## src/rtl/accel_dma_loader_pkg.sv

```systemverilog
// accel_dma_loader_pkg: register map, control/status bit positions and FSM encoding shared by the DMA loader
package accel_dma_loader_pkg;

    localparam logic [7:0] REG_CTRL     = 8'd0;
    localparam logic [7:0] REG_STATUS   = 8'd1;
    localparam logic [7:0] REG_SRC      = 8'd2;
    localparam logic [7:0] REG_DST      = 8'd3;
    localparam logic [7:0] REG_LEN      = 8'd4;
    localparam logic [7:0] REG_XFER_CNT = 8'd5;

    localparam int CTRL_START = 0;
    localparam int CTRL_CLEAR = 1;
    localparam int CTRL_ABORT = 2;

    localparam int ST_BUSY    = 0;
    localparam int ST_DONE    = 1;
    localparam int ST_ERR     = 2;
    localparam int ST_TIMEOUT = 3;
    localparam int ST_ABORTED = 4;

    localparam logic [1:0] S_IDLE = 2'd0;
    localparam logic [1:0] S_RD   = 2'd1;
    localparam logic [1:0] S_WR   = 2'd2;
    localparam logic [1:0] S_DONE = 2'd3;

    typedef struct packed {
        logic aborted;
        logic timeout;
        logic err;
    } dma_flags_t;

    function automatic logic [31:0] status_word(logic busy, logic done, dma_flags_t f);
        logic [31:0] s;
        s             = '0;
        s[ST_BUSY]    = busy;
        s[ST_DONE]    = done;
        s[ST_ERR]     = f.err;
        s[ST_TIMEOUT] = f.timeout;
        s[ST_ABORTED] = f.aborted;
        return s;
    endfunction

endpackage

```

## src/rtl/accel_dma_loader_if.sv

```systemverilog
// accel_dma_loader_if: Wishbone classic bus used for both the register slave port and the DMA master port
interface accel_dma_loader_if #(
    parameter int AW = 16,
    parameter int DW = 32
);
    logic          cyc;
    logic          stb;
    logic          we;
    logic [DW/8-1:0] sel;
    logic [AW-1:0] adr;
    logic [DW-1:0] dat_w;
    logic [DW-1:0] dat_r;
    logic          ack;
    logic          err;

    modport master (output cyc, stb, we, sel, adr, dat_w, input dat_r, ack, err);
    modport slave  (input cyc, stb, we, sel, adr, dat_w, output dat_r, ack, err);
endinterface

```

## src/rtl/dma_access_watchdog.sv

```systemverilog
// dma_access_watchdog: per-access cycle counter that flags an access left unterminated for TIMEOUT cycles
module dma_access_watchdog #(
    parameter int TIMEOUT = 256
) (
    input  logic clk,
    input  logic rst_n,
    input  logic clr,
    input  logic en,
    output logic expired
);
    localparam int CW = $clog2(TIMEOUT);

    logic [CW-1:0] cnt;

    assign expired = en && cnt == CW'(TIMEOUT - 1);

    // Restart at every access boundary; hold at the expiry value so the flag stays up until cleared
    always_ff @(posedge clk or negedge rst_n) begin
        if (!rst_n)
            cnt <= '0;
        else if (clr)
            cnt <= '0;
        else if (en && !expired)
            cnt <= cnt + 1'b1;
    end
endmodule

```

## src/rtl/accel_dma_loader.sv

```systemverilog
// accel_dma_loader: Wishbone DMA that copies word blocks between system memory and the MAC accelerator banks
module accel_dma_loader
    import accel_dma_loader_pkg::*;
#(
    parameter int ADDR_WIDTH = 16,
    parameter int DATA_WIDTH = 32,
    parameter int TIMEOUT    = 256
) (
    input  logic               clk,
    input  logic               rst_n,
    accel_dma_loader_if.slave  wb,
    accel_dma_loader_if.master m
);
    logic [1:0]            state, nxt;
    logic [ADDR_WIDTH-1:0] src_reg, dst_reg, src_ptr, dst_ptr;
    logic [DATA_WIDTH-1:0] len_reg, remaining, xfer_cnt, data_q;
    dma_flags_t            flags;
    logic                  ack_q, reg_wr, ctrl_wr, do_start, do_clear, do_abort;
    logic                  in_rd, in_wr, in_done, busy, wd_fire;
    logic                  unused_sel;

    assign in_rd   = state == S_RD;
    assign in_wr   = state == S_WR;
    assign in_done = state == S_DONE;
    assign busy    = in_rd || in_wr;

    assign reg_wr   = wb.cyc && wb.stb && !ack_q && wb.we;
    assign ctrl_wr  = reg_wr && wb.adr == REG_CTRL;
    assign do_abort = ctrl_wr && wb.dat_w[CTRL_ABORT];
    assign do_clear = ctrl_wr && wb.dat_w[CTRL_CLEAR];
    assign do_start = ctrl_wr && wb.dat_w[CTRL_START] && !wb.dat_w[CTRL_ABORT];

    assign wb.ack     = ack_q;
    assign wb.err     = 1'b0;
    assign unused_sel = ^wb.sel;
    assign wb.dat_r   = wb.adr == REG_STATUS   ? DATA_WIDTH'(status_word(busy, in_done, flags)) :
                        wb.adr == REG_SRC      ? DATA_WIDTH'(src_reg) :
                        wb.adr == REG_DST      ? DATA_WIDTH'(dst_reg) :
                        wb.adr == REG_LEN      ? len_reg :
                        wb.adr == REG_XFER_CNT ? xfer_cnt : '0;

    assign m.cyc   = busy;
    assign m.stb   = busy;
    assign m.we    = in_wr;
    assign m.sel   = {(DATA_WIDTH/8){busy}};
    assign m.adr   = in_wr ? dst_ptr : in_rd ? src_ptr : '0;
    assign m.dat_w = in_wr ? data_q : '0;

    dma_access_watchdog #(.TIMEOUT(TIMEOUT)) u_wd (
        .clk     (clk),
        .rst_n   (rst_n),
        .clr     (nxt != state),
        .en      (busy),
        .expired (wd_fire)
    );

    // Slave side: one-cycle registered ack; parameter registers are frozen while a transfer runs
    always_ff @(posedge clk or negedge rst_n) begin
        if (!rst_n) begin
            ack_q   <= 1'b0;
            src_reg <= '0;
            dst_reg <= '0;
            len_reg <= '0;
        end else begin
            ack_q <= wb.cyc && wb.stb && !ack_q;
            if (reg_wr && !busy && wb.adr == REG_SRC)
                src_reg <= wb.dat_w[ADDR_WIDTH-1:0];
            if (reg_wr && !busy && wb.adr == REG_DST)
                dst_reg <= wb.dat_w[ADDR_WIDTH-1:0];
            if (reg_wr && !busy && wb.adr == REG_LEN)
                len_reg <= wb.dat_w;
        end
    end

    // Next state: abort and bus errors end a transfer early, ack advances it, the watchdog is the last resort
    always_comb begin
        nxt = state;
        if (busy)
            nxt = (do_abort || m.err || (!m.ack && wd_fire)) ? S_DONE :
                  !m.ack ? state :
                  in_rd ? S_WR :
                  remaining == DATA_WIDTH'(1) ? S_DONE : S_RD;
        else if (do_start)
            nxt = len_reg == '0 ? S_DONE : S_RD;
        else if (in_done && do_clear)
            nxt = S_IDLE;
    end

    // Transfer datapath: snapshot on start, latch read data, advance pointers and count on each write ack
    always_ff @(posedge clk or negedge rst_n) begin
        if (!rst_n) begin
            state     <= S_IDLE;
            src_ptr   <= '0;
            dst_ptr   <= '0;
            remaining <= '0;
            xfer_cnt  <= '0;
            data_q    <= '0;
            flags     <= '0;
        end else begin
            state <= nxt;
            if (!busy && do_start) begin
                src_ptr   <= src_reg;
                dst_ptr   <= dst_reg;
                remaining <= len_reg;
                xfer_cnt  <= '0;
                flags     <= '0;
            end else if (busy && do_abort) begin
                flags.aborted <= 1'b1;
            end else if (busy && m.err) begin
                flags.err <= 1'b1;
            end else if (in_rd && m.ack) begin
                data_q <= m.dat_r;
            end else if (in_wr && m.ack) begin
                src_ptr   <= src_ptr + 1'b1;
                dst_ptr   <= dst_ptr + 1'b1;
                remaining <= remaining - 1'b1;
                xfer_cnt  <= xfer_cnt + 1'b1;
            end else if (busy && wd_fire) begin
                flags.err     <= 1'b1;
                flags.timeout <= 1'b1;
            end else if (in_done && do_clear) begin
                flags <= '0;
            end
        end
    end
endmodule

```

## src/flat_wrapper.sv

```systemverilog
// flat-port wrapper written by rule: the top's interface ports become plain ports
module accel_dma_loader_flat import accel_dma_loader_pkg::*;
#(
    parameter int ADDR_WIDTH = 16,
    parameter int DATA_WIDTH = 32,
    parameter int TIMEOUT    = 256
)
  (clk, rst_n, wb_cyc, wb_stb, wb_we, wb_sel, wb_adr, wb_dat_w, wb_dat_r, wb_ack, wb_err, m_cyc, m_stb, m_we, m_sel, m_adr, m_dat_w, m_dat_r, m_ack, m_err);
  accel_dma_loader_if #(.AW(8), .DW((32))) wb_i ();
  accel_dma_loader_if #(.AW((16)), .DW((32))) m_i ();
  input  logic clk;
  input  logic rst_n;
  input wire logic [$bits(wb_i.cyc)-1:0] wb_cyc;
  input wire logic [$bits(wb_i.stb)-1:0] wb_stb;
  input wire logic [$bits(wb_i.we)-1:0] wb_we;
  input wire logic [$bits(wb_i.sel)-1:0] wb_sel;
  input wire logic [$bits(wb_i.adr)-1:0] wb_adr;
  input wire logic [$bits(wb_i.dat_w)-1:0] wb_dat_w;
  output wire logic [$bits(wb_i.dat_r)-1:0] wb_dat_r;
  output wire logic [$bits(wb_i.ack)-1:0] wb_ack;
  output wire logic [$bits(wb_i.err)-1:0] wb_err;
  output wire logic [$bits(m_i.cyc)-1:0] m_cyc;
  output wire logic [$bits(m_i.stb)-1:0] m_stb;
  output wire logic [$bits(m_i.we)-1:0] m_we;
  output wire logic [$bits(m_i.sel)-1:0] m_sel;
  output wire logic [$bits(m_i.adr)-1:0] m_adr;
  output wire logic [$bits(m_i.dat_w)-1:0] m_dat_w;
  input wire logic [$bits(m_i.dat_r)-1:0] m_dat_r;
  input wire logic [$bits(m_i.ack)-1:0] m_ack;
  input wire logic [$bits(m_i.err)-1:0] m_err;
  assign wb_i.cyc = wb_cyc;
  assign wb_i.stb = wb_stb;
  assign wb_i.we = wb_we;
  assign wb_i.sel = wb_sel;
  assign wb_i.adr = wb_adr;
  assign wb_i.dat_w = wb_dat_w;
  assign wb_dat_r = wb_i.dat_r;
  assign wb_ack = wb_i.ack;
  assign wb_err = wb_i.err;
  assign m_cyc = m_i.cyc;
  assign m_stb = m_i.stb;
  assign m_we = m_i.we;
  assign m_sel = m_i.sel;
  assign m_adr = m_i.adr;
  assign m_dat_w = m_i.dat_w;
  assign m_i.dat_r = m_dat_r;
  assign m_i.ack = m_ack;
  assign m_i.err = m_err;
  accel_dma_loader #(.ADDR_WIDTH(ADDR_WIDTH), .DATA_WIDTH(DATA_WIDTH), .TIMEOUT(TIMEOUT)) u_core (.clk(clk), .rst_n(rst_n), .wb(wb_i), .m(m_i));
endmodule
```

## config.mk

```make
export PLATFORM = sky130hd
export DESIGN_NAME = accel_dma_loader_flat
export DESIGN_NICKNAME = d
export VERILOG_FILES = /design/src/rtl/accel_dma_loader_pkg.sv /design/src/rtl/accel_dma_loader_if.sv /design/src/rtl/dma_access_watchdog.sv /design/src/rtl/accel_dma_loader.sv /design/src/flat_wrapper.sv
export SDC_FILE = /design/constraint.sdc
export NUM_CORES = 1
export LEC_CHECK = 0
export ABC_AREA = 1
export CAP_MARGIN = 20
export CORE_MARGIN = 3
export CORE_UTILIZATION = 60
export DETAILED_ROUTE_END_ITERATION = 8
export PLACE_DENSITY = 0.84
export SLEW_MARGIN = 20
export SYNTH_ARGS = -nofsm -noshare
export SYNTH_HDL_FRONTEND = slang
export SYNTH_SLANG_ARGS = --single-unit
```

## constraint.sdc

```tcl
create_clock -name clk -period 4.78 [get_ports clk]
set_clock_uncertainty 0.1 [all_clocks]
set_input_delay 0.478 -clock clk [delete_from_list [all_inputs] [get_ports clk]]
set_output_delay 0.478 -clock clk [all_outputs]
set_load 0.1 [all_outputs]
```

# ---- After elaboration in Yosys (flattened, before gate mapping)
# Index checks and enable logic that the tools add are counted.
# W data, S select, Z words.
dict set report op_classes {
  add_sub_neg 5
  n_eq_ne 21
  mux 48
  bitwise 3
  n_reduce_logical 42
}
# op n
set ops {}
lappend ops {{$mux W32} 16}
lappend ops {{$mux W16} 12}
lappend ops {{$add A16 B1 Y16 const B} 2}
lappend ops {{$add A32 B1 Y32 const B} 1}
lappend ops {{$eq A32 B1 Y1 const B} 1}
lappend ops {{$logic_not A32 Y1} 1}
lappend ops {{$sub A32 B1 Y32 const B} 1}
lappend ops {{$logic_and A1 B1 Y1} 22}
lappend ops {{$mux W2} 11}
lappend ops {{$ne A3 B1 Y1 const B} 6}
lappend ops {{$eq A8 B2 Y1 const B} 2}
lappend ops {{$eq A8 B3 Y1 const B} 2}
lappend ops {{$mux W8} 2}
lappend ops {{$mux W3} 4}
lappend ops {{$reduce_and A4 Y1} 3}
lappend ops {{$reduce_and A5 Y1} 2}
lappend ops {{$add A8 B1 Y8 const B} 1}
lappend ops {{$eq A8 B1 Y1 const B} 1}
lappend ops {{$eq A8 B8 Y1 const B} 1}
lappend ops {{$logic_not A8 Y1} 1}
lappend ops {{$ne A2 B1 Y1 const B} 4}
lappend ops {{$reduce_bool A3 Y1} 2}
lappend ops {{$logic_not A1 Y1} 5}
lappend ops {{$eq A2 B2 Y1 const B} 2}
lappend ops {{other kinds (7)} 14}
dict set report word_totals {
  regBits 206
  input_bits 83
  output_inout_bits 89
  wordCells 133
}

# ---- Logic depth before layout (Yosys ltp)
dict set report logic_depth {
  word_depth 13
  ltp_mapped 13
  ltp_nobuf 13
}

# ---- Cells and area by module
# From an unflattened synthesis, not the netlist that was laid out.
dict set report hier_totals {
  hier_cells 1625
  area_unflattened_um2 12218.0
}
# module n_inst cells_each area_each_um2 seq_area_each_um2
set by_module_without_submodules {}
lappend by_module_without_submodules {accel_dma_loader 1 1551 11691.2 4954.8}
lappend by_module_without_submodules {dma_access_watchdog 1 74 526.8 200.2}

# ---- Worst setup path before layout
# OpenSTA, ideal clock, no wires.
dict set report synth_path {
  kind {register to output}
  from {reg u_core.state[0]}
  to {out m_adr[15]}
  arrival_time_ps 3949
  required_ps 4202
  path_slack_ps 253
  stages_incl_launch_ff 6
  path_buffers 1
  cell_sequence {dfrtp_1 > inv_1 > ha_1 > clkbuf_1 > clkinv_1 > o21ai_0}
}
dict set report synth_between {
  word_cells_on_any_way 4
  cone_classes {eq/ne: 2; mux: 2}
}
# element line
set synth_rtl {}
lappend synth_rtl {{from (decl)} accel_dma_loader.sv:14} ;# logic [1:0] state, nxt;
lappend synth_rtl {{from (signal assigned)} accel_dma_loader.sv:100} ;# state <= nxt;
lappend synth_rtl {{$eq A2 B2 Y1} accel_dma_loader.sv:23} ;# assign in_wr = state == S_WR;
lappend synth_rtl {{via m_we} flat_wrapper.sv:24} ;# output wire logic [$bits(m_i.we)-1:0] m_we;
lappend synth_rtl {{$mux W16} accel_dma_loader.sv:46} ;# assign m.adr = in_wr ? dst_ptr : in_rd ? src_ptr : '0;
lappend synth_rtl {{to (decl)} flat_wrapper.sv:26} ;# output wire logic [$bits(m_i.adr)-1:0] m_adr;
# The timed path passes the listed nets, and every way through them passes these cells.

# ---- Worst setup path in the final report
dict set report layout_path {
  from {reg u_core.state[0]}
  to {out m_cyc}
}
dict set report layout_between {
  elab_chain_len 2
  word_cells_on_any_way 3
  cone_classes {eq/ne: 2; reduce/logical: 1}
}
# element line
set layout_rtl {}
lappend layout_rtl {{$eq A2 B1 Y1 / $eq A2 B2 Y1 (equally long branches)} {accel_dma_loader.sv:22, accel_dma_loader.sv:23}}
lappend layout_rtl {{$logic_or A1 B1 Y1 (*)} accel_dma_loader.sv:25} ;# assign busy = in_rd || in_wr;
lappend layout_rtl {{to (decl)} flat_wrapper.sv:22} ;# output wire logic [$bits(m_i.cyc)-1:0] m_cyc;
# Every way passes the cells marked *; elsewhere a longest branch is shown, timed or not.

==> results.yml <==
synth:
  synth-main-ff-cell: "dfrtp_1"
  async_reset_ff_frac: 1.00
  netlist_instances: 1619
  ys_types: 40
  ys_ff_latch: 206
  syn-cell-area_um2: 12100
  ys_seq_area_frac: 0.427
  synth_edf_count: 0
  syn_nets: 1711
  syn_avg_cell_area_um2: 7.45
  yosysWarningCount: 0
cts:
  clk_transition_reported_paths_ps: 60
  root_buffer: "clkbuf_16"
  cts_tree: "yes"
  clock_latency_ps: 520
  cts_sinks: 206
  cts.path.max_buffers: 3
  post_cts_resized: 0
  cts-buffers-inserted: 23
  cts_hold_buf: 0
  post_cts_buffers: 0
  htree_levels: 1
power_and_ir_drop:
  share_seq_of_total_power: 0.299
  combPwrFrac: 0.479
  power_per_cell_area_nw_per_um2: 583
  clkPwrFrac: 0.222
  p_switching_mw: 4.10
  leakage_nw: 6.84
  p_int_mw: 4.36
  ir_worst_vdd_uv: 883
  switching_share: 0.484
final_layout:
  area_growth_pct: 20.3
  layout.nets: 1845
  nFillCells: 1500
  stdcell_count: 2035
  drive_above_1_share: 0.0881
  num_antenna_cells: 0
route:
  wl_per_cell_um: 18.0
  num_vias: 11900
  dr.pass1.iters: 5
  vias_per_cell: 5.87
  wirelength_um: 36700
  drc: 0
  drtIter0Drc: 1209
  drt.antenna.violating_nets: 0
floorplanning:
  rows: 51
  dieHeight_um: 148
  initial_utilization: 0.616
  dieArea_um2: 21800
  io_pins: 172
  fp.dieW_um: 148
  core-area_um2: 19600
place:
  dp_hpwl_um: 26300
  io_buffers: 166
  dp_cells: 1993
  gp_congestion: 0.952
setup_path:
  worstSetupPathType: "reg2out"
  required_ps: 4200
  crit_fanout: 13
  rrSetupSlack_ps: 1540
  reg2reg_from: "u_core.state[0]"
  endpoint_kind: "output port"
  r2r_cells: 6
  r2r-end: "u_core.src_reg[12]"
  crit_arrival_ps: 2940
  worstSetupStartpointType: "flip-flop"
min_path:
  min_path_type: "in2async"
grt:
  grt_pass1_wl_um: 57800
  grt_pass1_vias: 11100
  grt.total_usage: 0.327
  gr-total-overflow: 0
  antenna_found_initial: 0
  grt_max_degree: 127
sta:
  max_freq_mhz: 284
  fin_crit_ps: 3520
  tightest_slew_ps: 1050
  rsz0062_at_grt: "no"
  tns_ps: 0
  period_share: 0.737
  hold_ws_ps: -38.3
  hold_viol: 6
  drv_slew: 0
  setup_violations: 0
  max_slew_margin: 0.302
outcome:
  outcome: "complete, but fails checks"
  violations: "hold timing"
job:
  max_cap_viol_count: 0
==> routing by layer <==
layer,part of all wire,track usage
met5,0,0
met3,0.10,0.0570
met1,0.41,0.471
met4,0.025,0.0741
met2,0.47,0.522
==> final cells by class <==
cell class                 count  area [um^2]  share of cell area
sequential                   206         5150               0.355
timing repair buffer         182         1690               0.116
multi-input combinational   1127         5740               0.395
clock inverter                10          141             0.00974
clock buffer                  32          659              0.0454
tap                          265          332              0.0228
inverter                     213          802              0.0553
==> per-stage QoR <==
stage / setup WS, ps / area [um^2] / power (mW) / util
global route: 1090 / 14500 / 8.85 / 0.741
finish: 1260 / 14500 / 8.46 / 0.741
detailed placement: 1440 / 13700 / 6.55 / 0.700
floorplan: 253 / 12100 / 5.63 / -
CTS: 1260 / 14500 / 8.44 / 0.741
global placement: 1420 / 13700 / 6.45 / 0.700
==> cells in the final DEF, fill, tap and decap left out, types with 4 or more instances in the layout <==
cell	Yosys	final
a21oi_1	49	49
a22oi_1	6	6
a31oi_1	5	5
buf_4	14	62
clkbuf_1	30	4
clkbuf_16	0	23
clkbuf_8	0	6
clkdlybuf4s50_1	0	117
dfrtp_1	206	206
ha_1	9	9
inv_1	205	205
inv_2	4	4
mux2_2	34	34
nand2_1	337	337
nand2_2	5	5
nand3_1	76	75
nand4_1	36	36
nor2_1	192	192
nor2_2	4	4
nor3_1	39	39
o211ai_1	15	15
o21ai_0	175	175
o21ai_1	18	18
o221ai_1	4	4
o22ai_1	49	49
o31ai_1	5	5
o32ai_1	5	5
xnor2_1	8	8
xor2_1	46	46
==> how the worst max path moves through the flow <==
stage | from | endpoint | slack, ps | cells past startpoint
5_1_grt | wb_adr[3] | wb_dat_r[0] | 1090 | 9
3_3_place_gp | wb_adr[3] | wb_dat_r[0] | 1420 | 9
4_1_cts | u_core.state[0] | m_cyc | 1260 | 4
6_report | u_core.state[0] | m_cyc | 1260 | 4
2_1_floorplan | u_core.state[0] | m_adr[15] | 250 | 5
3_5_place_dp | wb_adr[7] | wb_dat_r[8] | 1440 | 12
==> worst max-delay path, cell delays in order (launching register included) <==
cell and delay, ps:
dfrtp_1 440, inv_1 80, ha_1 470, inv_2 260, clkdlybuf4s50_1 1180
==> cells in the mapped netlist, types with 6 or more instances <==
master | number | area (um^2)
xnor2_1 | 8 | 70.1
o211ai_1 | 15 | 113
xor2_1 | 46 | 403
nand2_1 | 337 | 1260
buf_2 | 22 | 110
nand4_1 | 36 | 225
nand3_1 | 76 | 380
mux2_2 | 34 | 383
o22ai_1 | 49 | 307
o21ai_0 | 175 | 876
inv_1 | 205 | 769
buf_4 | 14 | 105
clkbuf_1 | 30 | 113
o21ai_1 | 18 | 90.1
a22oi_1 | 6 | 45.0
a21oi_1 | 49 | 245
ha_1 | 9 | 113
dfrtp_1 | 206 | 5150
nor3_1 | 39 | 195
nor2_1 | 192 | 721
==> power by group through the flow <==
stage / clock network (mW) / logic [mW] / registers (mW)
after floorplan: 0 / 3.19 / 2.44
after global placement: 0 / 3.94 / 2.51
after detailed placement: 0 / 4.01 / 2.53
after CTS: 1.89 / 4.04 / 2.51
after global routing: 1.96 / 4.31 / 2.58
final: 1.88 / 4.05 / 2.53
==> logic make-up after synthesis <==
logic type	Yosys count	share of synthesized area
muxes	34	0.0317
AOI/OAI and AO/OA	332	0.152
and+or+nand+nor	697	0.242
xor gates and xnor gates	54	0.0392
buffers and inverters	286	0.0977
adders and majority gates	9	0.00933
DFF	206	0.427
other	1	0.000311
No activity file was read; power rests on OpenSTA's default activity.
